<file path="config.mk">
export PLATFORM = sky130hd
export DESIGN_NAME = matrix_frame_sequencer
export DESIGN_NICKNAME = d
export VERILOG_FILES = /design/src/rtl/matrix_frame_sequencer.sv
export SDC_FILE = /design/constraint.sdc
export NUM_CORES = 1
export LEC_CHECK = 0
export ABC_AREA = 1
export BUFFER_PORTS_ARGS = -buffer_cell sky130_fd_sc_hd__buf_2
export CORE_MARGIN = 1
export CORE_UTILIZATION = 60
export DETAILED_ROUTE_END_ITERATION = 12
export HOLD_SLACK_MARGIN = 0.05
export PLACE_DENSITY = 0.94
export SKIP_LAST_GASP = 1
export SLEW_MARGIN = 20
export SYNTH_ARGS = -nofsm -noshare
export SYNTH_HDL_FRONTEND = slang
export SYNTH_SLANG_ARGS = --single-unit
</file>
<file path="constraint.sdc">
create_clock -name clk -period 2.71 [get_ports clk]
set_clock_uncertainty 0.2 [all_clocks]
set_input_delay 0.271 -clock clk [delete_from_list [all_inputs] [get_ports clk]]
set_output_delay 0.271 -clock clk [all_outputs]
set_load 0.02 [all_outputs]
</file>
<file path="src/rtl/matrix_frame_sequencer.sv">
// Frame-buffer read sequencer feeding a 3x3 matrix generator with vsync/href/gray timing.
// Optional MATRIX_FLUSH_LINE_EN adds a dummy line after the last image line to drain the line buffer.
module matrix_frame_sequencer #(
    parameter logic [10:0] IMG_HDISP  = 11'd640,
    parameter logic [10:0] IMG_VDISP  = 11'd480,
    parameter int unsigned HBLANK_CYC = 16,
    parameter int unsigned VS_LEAD    = 4
) (
    input  logic        clk,
    input  logic        rst_n,
    input  logic        start,
    output logic        mem_rd_en,
    output logic [19:0] mem_addr,
    input  logic [7:0]  mem_rd_data,
    output logic        gen_vsync,
    output logic        gen_href,
    output logic [7:0]  gen_gray,
    output logic        busy,
    output logic        frame_done,
    output logic [10:0] line_idx
);

    localparam int unsigned CNT_W  = 12;
    localparam int unsigned ADDR_W = 20;
    localparam int unsigned LIDX_W = 11;

    localparam logic [ADDR_W-1:0] LAST_ADDR  = ADDR_W'(32'(IMG_HDISP) * 32'(IMG_VDISP) - 32'd1);
    localparam logic [CNT_W-1:0]  LEAD_LAST  = CNT_W'(VS_LEAD - 1);
    localparam logic [CNT_W-1:0]  LINE_LAST  = CNT_W'(32'(IMG_HDISP) - 32'd1);
    localparam logic [CNT_W-1:0]  HB_LAST    = CNT_W'(HBLANK_CYC - 1);
    localparam logic [CNT_W-1:0]  FLUSH_LAST = CNT_W'(32'(IMG_HDISP) + HBLANK_CYC - 32'd1);
    localparam logic [CNT_W-1:0]  TAIL_LAST  = CNT_W'(3);
    localparam logic [LIDX_W-1:0] LIDX_LAST  = LIDX_W'(32'(IMG_VDISP) - 32'd1);

    typedef enum logic [2:0] {
        S_IDLE,
        S_VS_LEAD,
        S_LINE,
        S_HBLANK,
        S_FLUSH,
        S_VS_TAIL,
        S_DONE
    } state_t;

    state_t             state;
    logic [CNT_W-1:0]   cnt;
    logic               flush_en;
    logic               flush_d;

    // State, counters and registered outputs; outputs are set from the state being entered.
    always_ff @(posedge clk or negedge rst_n) begin
        if (!rst_n) begin
            state      <= S_IDLE;
            cnt        <= '0;
            mem_rd_en  <= 1'b0;
            mem_addr   <= '0;
            gen_vsync  <= 1'b0;
            busy       <= 1'b0;
            frame_done <= 1'b0;
            line_idx   <= '0;
            flush_en   <= 1'b0;
        end else begin
            frame_done <= 1'b0;
            case (state)
                S_IDLE: begin
                    if (start) begin
                        state     <= S_VS_LEAD;
                        cnt       <= '0;
                        busy      <= 1'b1;
                        gen_vsync <= 1'b1;
                        mem_addr  <= '0;
                        line_idx  <= '0;
                    end
                end
                S_VS_LEAD: begin
                    if (cnt == LEAD_LAST) begin
                        state     <= S_LINE;
                        cnt       <= '0;
                        mem_rd_en <= 1'b1;
                    end else begin
                        cnt <= cnt + CNT_W'(1);
                    end
                end
                S_LINE: begin
                    if (mem_addr != LAST_ADDR) begin
                        mem_addr <= mem_addr + ADDR_W'(1);
                    end
                    if (cnt == LINE_LAST) begin
                        state     <= S_HBLANK;
                        cnt       <= '0;
                        mem_rd_en <= 1'b0;
                    end else begin
                        cnt <= cnt + CNT_W'(1);
                    end
                end
                S_HBLANK: begin
                    if (cnt == HB_LAST) begin
                        cnt <= '0;
                        if (line_idx < LIDX_LAST) begin
                            state     <= S_LINE;
                            line_idx  <= line_idx + LIDX_W'(1);
                            mem_rd_en <= 1'b1;
                        end else begin
`ifdef MATRIX_FLUSH_LINE_EN
                            state    <= S_FLUSH;
                            flush_en <= 1'b1;
`else
                            state    <= S_VS_TAIL;
`endif
                        end
                    end else begin
                        cnt <= cnt + CNT_W'(1);
                    end
                end
                // Dummy line of IMG_HDISP strobes followed by a normal blanking gap.
                S_FLUSH: begin
                    if (cnt == LINE_LAST) begin
                        flush_en <= 1'b0;
                    end
                    if (cnt == FLUSH_LAST) begin
                        state <= S_VS_TAIL;
                        cnt   <= '0;
                    end else begin
                        cnt <= cnt + CNT_W'(1);
                    end
                end
                S_VS_TAIL: begin
                    if (cnt == TAIL_LAST) begin
                        state      <= S_DONE;
                        cnt        <= '0;
                        gen_vsync  <= 1'b0;
                        frame_done <= 1'b1;
                    end else begin
                        cnt <= cnt + CNT_W'(1);
                    end
                end
                S_DONE: begin
                    state <= S_IDLE;
                    busy  <= 1'b0;
                end
                default: begin
                    state <= S_IDLE;
                end
            endcase
        end
    end

    // href tracks the read strobe with one cycle of memory latency.
    always_ff @(posedge clk or negedge rst_n) begin
        if (!rst_n) begin
            gen_href <= 1'b0;
            flush_d  <= 1'b0;
        end else begin
            gen_href <= mem_rd_en | flush_en;
            flush_d  <= flush_en;
        end
    end

    assign gen_gray = (gen_href && !flush_d) ? mem_rd_data : 8'h00;

endmodule
</file>
After elaboration in Yosys (flattened, before gate mapping)
Cells that the tools add are included. Widths: inputs -> output; s select.

Muxes and demuxes: 33. Eq/ne operators: 19. $lt $le $gt $ge: 1. Add/subtract/negate cells: 3. Reduce and logical (&&, ||, !) cells: 15.

Operators with widths (count): $mux 12 (5); $pmux 12 s5 (1); $mux 20 (2); $pmux 20 s2 (1); $mux 11 (3); $eq 12x10->1 const B (2); $pmux 11 s2 (1); $mux 3 (7); $add 20x1->20 const B (1); $ne 20x19->1 const B (1); $pmux 3 s6 (1); $ne 2x2->1 const B (8); $add 12x1->12 const B (1); $eq 12x2->1 const B (1); $eq 12x4->1 const B (1); $add 11x1->11 const B (1); $lt 11x9->1 const B (1); $eq 3x3->1 const B (3); $mux 1 (8); $mux 8 (1); $reduce_bool 2->1 (4); $eq 3x2->1 const B (2); $reduce_and 3->1 (2); $reduce_and 6->1 (1); other kinds (10) (12).

Register bits after elaboration: 51. Input port bits: 11. Output and inout port bits: 44. Word-level logic and storage cells: 80.

Logic depth before layout (Yosys ltp)
Gate-level depths: netlist of the first run.

Depth after elaboration: 4. Depth in mapped cells: 12.

Worst setup path before layout of the first run
Ideal clock, no wire load.

Kind: register -> register. Start point: reg mem_addr[0]. End point: reg mem_addr[14]. Library setup time: 74 ps. Slack: 837 ps. Required time: 2436 ps. Arrival: 1599 ps. Stages on the path, launching flop included: 11. Path buffers: 1. Cells stage by stage: dfrtp_1 ha_1 nand3_2 nor2_4 nand3_1 nand2_2 nand2_4 inv_4 buf_6 nand2_1 o21ai_2.

Word-level cells in the longest chain between the ends: 3.

RTL lines: from (decl) (RTL line 13) `output logic [19:0] mem_addr,`; from (signal assigned) (RTL line 86) `mem_addr <= mem_addr + ADDR_W'(1);`; $add 20x1->20 or $ne 20x19->1 (tied branches) (RTL line 86, 85); $mux 20 or $ne 2x2->1 (tied branches); $pmux 20 s2 or $reduce_and 3->1 (tied branches).

Several ways; a longest one is shown, not always the timed one. The select of a mux whose other input is x is not followed. A chain may end at the register's enable or synchronous reset.

Worst setup path after layout of the first run
Start point: reg mem_addr[0]. End point: reg mem_addr[18].

The elaborated chain is that of the path after synthesis.

==> results of run 1 <==
## cells by family after synthesis
group / Yosys count / synth area share (%)
AOI/OAI and AO/OA: 36 / 6.316
buffers and inverters: 73 / 9.418
DFF: 51 / 38.58
adders and majority gates: 3 / 1.135
xor gates and xnor gates: 23 / 6.089
and+or+nand+nor: 286 / 38.47
## routing by layer
layer / track usage [%] / up-vias / wire, um
met2: 51.89 / 152 / 4030
met1: 35.29 / 1508 / 3375
met5: 0 / - / 0
met4: 11.73 / 0 / 162
li1: - / 1575 / -
met3: 5.868 / 20 / 505
## where the power goes
group / switching (mW) / internal [mW]
Combinational: 1.06 / 0.436
Sequential: 0.213 / 0.918
Clock: 0.250 / 0.181
Total: 1.53 / 1.54
## worst reg2reg max path: cells and delay by family, from the launching register on
kind | cells | cell delay (ns)
fa+ha+maj | 1 | 0.28
flops | 1 | 0.44
buf+inv | 1 | 0.19
simple gates | 5 | 0.77
compound gates | 1 | 0.13
## registers in the layout, summed over array words and instances (netlist names)
| signal | flops |
|---|---|
| cnt | 12 |
| gen_href | 1 |
| gen_vsync | 1 |
| mem_addr | 20 |
| line_idx | 11 |
| busy | 1 |
| mem_rd_en | 1 |
| frame_done | 1 |
| state | 3 |
## through the flow
step / instance area (um^2) / utilization (%) / std cells / total power, mW / hold slack (ns)
2_1_floorplan: 3308 / - / 472 / 2.268 / -0.2246
3_3_place_gp: 3620 / 69.54 / 591 / 2.544 / 0.1990
3_5_place_dp: 3620 / 69.54 / 591 / 2.622 / 0.1989
4_1_cts: 3715 / 71.37 / 600 / 3.048 / 0.1652
5_1_grt: 3715 / 71.37 / 600 / 3.281 / 0.2079
6_report: 3715 / 71.37 / 600 / 3.062 / 0.1752
## area by class of cell
class	count	area share [%]
multi-input combinational	348	46.31
sequential	51	34.35
timing repair buffer	57	7.949
inverter	66	6.736
tap	70	2.358
clock buffer	6	1.954
clock inverter	2	0.3368
## how the worst min path moves through the flow
stage               end  depth (start not counted)  startpoint
2_1_floorplan      busy                          0       rst_n
3_3_place_gp   gen_href                          0   mem_rd_en
3_5_place_dp   gen_href                          0   mem_rd_en
4_1_cts            busy                          3       start
5_1_grt            busy                          3       start
6_report           busy                          3       start
## placed cells by master, fill, tap and decap left out, types with 2 or more instances in the layout
cell type / n
a21oi_1: 3
buf_2: 54
buf_4: 2
clkbuf_8: 5
dfrtp_1: 51
ha_1: 3
inv_1: 58
inv_2: 7
nand2_1: 146
nand2_2: 18
nand2_4: 3
nand3_1: 37
nand3_2: 2
nand4_1: 5
nor2_1: 57
nor2_2: 6
nor2_4: 2
nor3_1: 8
o21ai_0: 18
o21ai_1: 3
o21ai_2: 5
o22ai_1: 6
xnor2_1: 5
xor2_1: 18
## repair_timing
| item | CTS | global route |
|---|---|---|
| endpoints found under the setup margin | 0 | 0 |
| hold buffers | 1 | 0 |
| hold endpoints to repair | 51 | 0 |
==> impl_results.md, run 1 <==
* Core footprint at 5205 um^2
* Worst reg2reg path startpoint: mem_addr[0]
* Post-synth EDFFs at 0
* Clock buffers created by TritonCTS at 5
* Worst vdd ir at 0.4322 mV
* Die extent in x at 76.26 um
* Critical Path End: mem_addr[18]
* Worst Path Buf+Inv at 1
* Die area at 5815 um^2
* WP data arrival at 2.09 ns
* R2r setup slk at 0.60 ns
* CP top delay family: simple AND/OR/NAND/NOR gates
* R2r endpoint: mem_addr[18]
* Multi-input gate area at 1720 um^2
* Worst-Margin Slew at 0.6507 ns
* Drt wl/cell at 13.46 um
* 1st-iter DRT viols at 327
* CP max FO at 18
* Share of the synthesized area in the top cell type at 38.58%
* Slowest stage delay, CP at 0.44 ns
* Outcome: completed
* Layout cells sized above 1 at 20.38%
* CTS tree: done
* Synthesized cell area at 3308 um^2
* First-pass GRT wire length at 13920 um
* Total global routing track utilization at 29.51%
* Layout Nets at 543
* Post-synthesis register bit count at 51
* Final period utilization at 77.82%
* Worst Setup Slack, final at 0.6012 ns
* Stages on worst setup path at 8
* Cell taking the most area after synthesis: dfrtp_1
* Htree depth at 2
* Die height at 76.26 um
* Clock transition at the registers of the reported paths at 0.09 ns
* Number of fillers in the final layout at 416
* Hpwl dp at 5982 um
* Hold Vio Cnt, Final at 0
* Yosys cell types at 29
* Crit path capture type: flip-flop
* RSZ-0062 raised after global routing: false
* Crit path cell chain: ha_1, nand3_2, nor2_4, nand3_1, nand2_2, nand2_4, inv_4, o21ai_0
* Max transition margin at 56.62%
* # setup viols final at 0
* Residual DRC at 0
* Yosys warns at 0
* Number of global-route vias before repair at 3220
* I/O Pins at 55
* Pwr/cell area at 824.3 nW/um^2
* Crit Path Category: reg2reg
* Clk buf depth at 2
* Pre-CTS WS at 0.6482 ns
* P&R area growth vs syn at 12.29%
* Top-count cell post-synth: nand2_1
* Fin. max-slew vios at 0
* CP required at 2.69 ns
* Number of cell rows at 26
* Pre-antenna DRT Iters at 5
* Ys flop type: dfrtp_1
* Worst setup SP type: flip-flop
* Largest net degree at the start of global routing at 52
* Clock latency on the worst-skew pair at 0.31 ns
* R2R cell count at 8
* Vias per inst at 5.425
* Setup TNS at 0 ns
* Antenna violations before repair at 0
* Crit path max-delay cell type: dfrtp_1
* Cells after synthesis at 472
* CTS Sinks at 51
* PortBufs at 54
* Initial Utilization at 63.56%
* HP Class: in2reg
* Final critical-path required period at 2.109 ns
* Register area share after synthesis at 38.58%
* Synth top cells by count: 146 x nand2_1, 58 x inv_1, 57 x nor2_1, 51 x dfrtp_1, 37 x nand3_1
* Fraction of registers with async set/reset at 100.0%
* Setup bufs post-CTS at 0
* Leak at 1.925 nW
* Post-CTS sizing at 0
* Antenna viol nets, final at 0
* Gpl congestion at 0.9171
* DRT Wirelength at 8074 um
* Setup crit start: mem_addr[0]
* Reg area at 1276 um^2
* Global route total overflow at 0
* Fmax at 474.2 MHz
* Synth area leaders: dfrtp_1 39%, nand2_1 17%, inv_1 6.6%
* Net count after synthesis at 486
* Ant diodes at 0
* Syn Area/Cell at 7.009 um^2
* Via count at 3255
* CTS root buf: clkbuf_8
* Max_cap viols at 0
No activity file was read; power rests on OpenSTA's default activity.
==> run 2: changes to the inputs <==
- CORE_UTILIZATION: 60 -> 51
- PLACE_DENSITY: 0.94 -> 0.86
- clock period: 2.71 -> 1.85 ns (I/O delays scaled with it)
==> impl_results.md, run 2 (synthesized netlist as in run 1, its figures left out) <==
* Outcome: completed (unchanged)
* CP required at 1.86 ns (was 2.69 ns)
* CP max FO at 15 (was 18)
* Max transition margin at 69.17% (was 56.62%)
* Clk buf depth at 2 (unchanged)
* Pre-antenna DRT Iters at 7 (was 5)
* Antenna violations before repair at 0 (unchanged)
* Final critical-path required period at 1.821 ns (was 2.109 ns)
* Post-Layout Cell Count at 637 (was 600)
* Worst vdd ir at 0.7178 mV (was 0.4322 mV)
* Switch share at 46.44% (was 49.85%)
* DRT Wirelength at 8360 um (was 8074 um)
* Total global routing track utilization at 25.74% (was 29.51%)
* Net Sw Power at 2.376 mW (was 1.526 mW)
* P&R area growth vs syn at 23.00% (was 12.29%)
* Area post-placement at 3755 um^2 (was 3620 um^2)
* Clock buffers created by TritonCTS at 5 (unchanged)
* Die area at 6813 um^2 (was 5815 um^2)
* Ant diodes at 0 (unchanged)
* Setup TNS at 0 ns (unchanged)
* Crit Path Category: reg2reg (unchanged)
* Clock transition at the registers of the reported paths at 0.09 ns (about the same)
* PortBufs at 54 (unchanged)
* Largest register by flop count: mem_addr (unchanged)
* Antenna viol nets, final at 0 (unchanged)
* Slowest stage delay, CP at 0.37 ns (was 0.44 ns)
* CTS tree: done (unchanged)
* Initial Utilization at 54.27% (was 63.56%)
* Number of cell rows at 28 (was 26)
* Residual DRC at 0 (unchanged)
* Pwr/cell area at 1257 nW/um^2 (was 824.3 nW/um^2)
* Layout cells sized above 1 at 27.94% (was 20.38%)
* CP top delay family: simple AND/OR/NAND/NOR gates (unchanged)
* 1st-iter DRT viols at 266 (was 327)
* Final Cell Area at 4069 um^2 (was 3715 um^2)
* RSZ-0062 raised after global routing: true (was false)
* Crit path cell chain: ha_2, nand3_1, nor2_1, nand2_1, nand2_2, nand2_2, inv_4, nand2_8, buf_4, nand2_2, nand2_2 (was ha_1, nand3_2, nor2_4, nand3_1, nand2_2, nand2_4, inv_4, o21ai_0)
* Fin. max-slew vios at 0 (unchanged)
* HP Class: in2async (was in2reg)
* R2R cell count at 11 (was 8)
* Hpwl dp at 6029 um (was 5982 um)
* Layout Nets at 575 (was 543)
* I/O Pins at 55 (unchanged)
* Crit path max-delay cell type: dfrtp_1 (unchanged)
* Pint at 2.740 mW (was 1.536 mW)
* Worst-Margin Slew at 0.4624 ns (was 0.6507 ns)
* Sequential Power Share at 31.8% (was 37.0%)
* Max_cap viols at 0 (unchanged)
* # setup viols final at 0 (unchanged)
* Worst setup SP type: flip-flop (unchanged)
* CTS root buf: clkbuf_8 (unchanged)
* Leak at 2.095 nW (was 1.925 nW)
* First-pass GRT wire length at 13340 um (was 13920 um)
* Die extent in x at 82.54 um (was 76.26 um)
* Combinational share of power at 52.4% (was 49.0%)
* Crit path capture type: flip-flop (unchanged)
* Final period utilization at 98.45% (was 77.82%)
* Core footprint at 6096 um^2 (was 5205 um^2)
* Vias per inst at 5.306 (was 5.425)
* Via count at 3380 (was 3255)
* Htree depth at 2 (unchanged)
* R2r endpoint: line_idx[4] (was mem_addr[18])
* CTS Sinks at 51 (unchanged)
* WP data arrival at 1.83 ns (was 2.09 ns)
* Clock latency on the worst-skew pair at 0.31 ns (about the same)
* Worst reg2reg path startpoint: cnt[0] (was mem_addr[0])
* Placed cells at 613 (was 591)
* Die height at 82.54 um (was 76.26 um)
* Most common cell on crit path: nand2_2
* Most frequent cells in the layout: 141 x nand2_1, 56 x inv_1, 55 x nor2_1, 54 x buf_2, 47 x dfrtp_1 (was 146 x nand2_1, 58 x inv_1, 57 x nor2_1, 54 x buf_2, 51 x dfrtp_1)
* Gpl congestion at 0.9186 (was 0.9171)
* Number of global-route vias before repair at 3065 (was 3220)
* Fmax at 549.1 MHz (was 474.2 MHz)
* Largest net degree at the start of global routing at 22 (was 52)
* Drt wl/cell at 13.12 um (was 13.46 um)
* Commonest non-fill, non-tap cell in the layout: nand2_1 (unchanged)
* Largest regs: mem_addr x20, cnt x12, line_idx x11 (unchanged)
* Clk pwr share at 15.9% (was 14.1%)
* Max reg flops at 20 (unchanged)
* Worst Path Buf+Inv at 2 (was 1)
* Hold Vio Cnt, Final at 0 (unchanged)
* Global route total overflow at 0 (unchanged)
* R2r setup slk at 0.03 ns (was 0.60 ns)
## run 2: cell count changes in the layout (fill, tap and decap cells not counted), sizes merged
| cell | delta |
|---|---|
| bufinv | +1 |
| nor2 | +1 |
| buf | +30 |
| clkinvlp | -1 |
| dlygate4sd3 | +1 |
## run 2: through the flow
step	power [mW]	setup slack, ns	util [%]	hold WS [ns]
after floorplan	3.324	0.01256	-	-0.3106
after global placement	3.876	0.08270	61.60	-0.04882
after detailed placement	3.953	-0.01583	61.60	-0.03859
after CTS	4.850	0.01076	64.18	0.09117
after global routing	5.510	-0.06390	66.75	0.1938
final	5.116	0.02876	66.75	0.1492
## run 2: power by group through the flow
stage | Clock (mW) | Sequential, mW | Combinational (mW)
finish | 0.811 | 1.63 | 2.68
global route | 0.878 | 1.66 | 2.97
CTS | 0.823 | 1.61 | 2.42
detailed placement | 0 | 1.63 | 2.32
global placement | 0 | 1.62 | 2.26
floorplan | 0 | 1.78 | 1.55
## run 2: how the worst max path moves through the flow
stage	end	depth (start not counted)	slack [ns]	start
4_1_cts	cnt[4]	10	0.01	cnt[0]
2_1_floorplan	mem_addr[14]	10	0.01	mem_addr[1]
3_3_place_gp	line_idx[3]	11	0.08	line_idx[0]
6_report	line_idx[4]	11	0.03	cnt[0]
5_1_grt	line_idx[4]	11	-0.06	cnt[1]
3_5_place_dp	state[0]	10	-0.02	cnt[1]
## run 2: worst reg2reg max path, cell delays in order, from the launching register on
cell and delay, ns:
dfrtp_1 0.37, ha_2 0.22, nand3_1 0.10, nor2_1 0.13, nand2_1 0.08, nand2_2 0.10
nand2_2 0.09, inv_4 0.09, nand2_8 0.09, buf_4 0.15, nand2_2 0.05, nand2_2 0.05
## run 2: layout make-up
class,count,area (um^2)
fillers,518,2027
multi-input cells,349,1793
flip-flops and latches,51,1281
repair buffers,88,530.5
inverters,66,252.7
well taps,75,93.84
clock buffers,6,82.58
clock inverters,2,35.03
## run 2: routing by layer
layer | share of wire [%] | global-route usage, %
met1 | 44 | 33.91
met5 | 0 | 0
met4 | 1.7 | 8.966
met3 | 5.5 | 4.505
met2 | 49 | 42.56
## run 2: repair_timing
item                                   CTS  global route
setup buffers                            1            12
pin swaps                                1             8
setup endpoints to repair                5            38
gates resized for setup                  3            19
cloned                                   1             0
endpoints found under the hold margin   30             2
hold buffers                             1             1
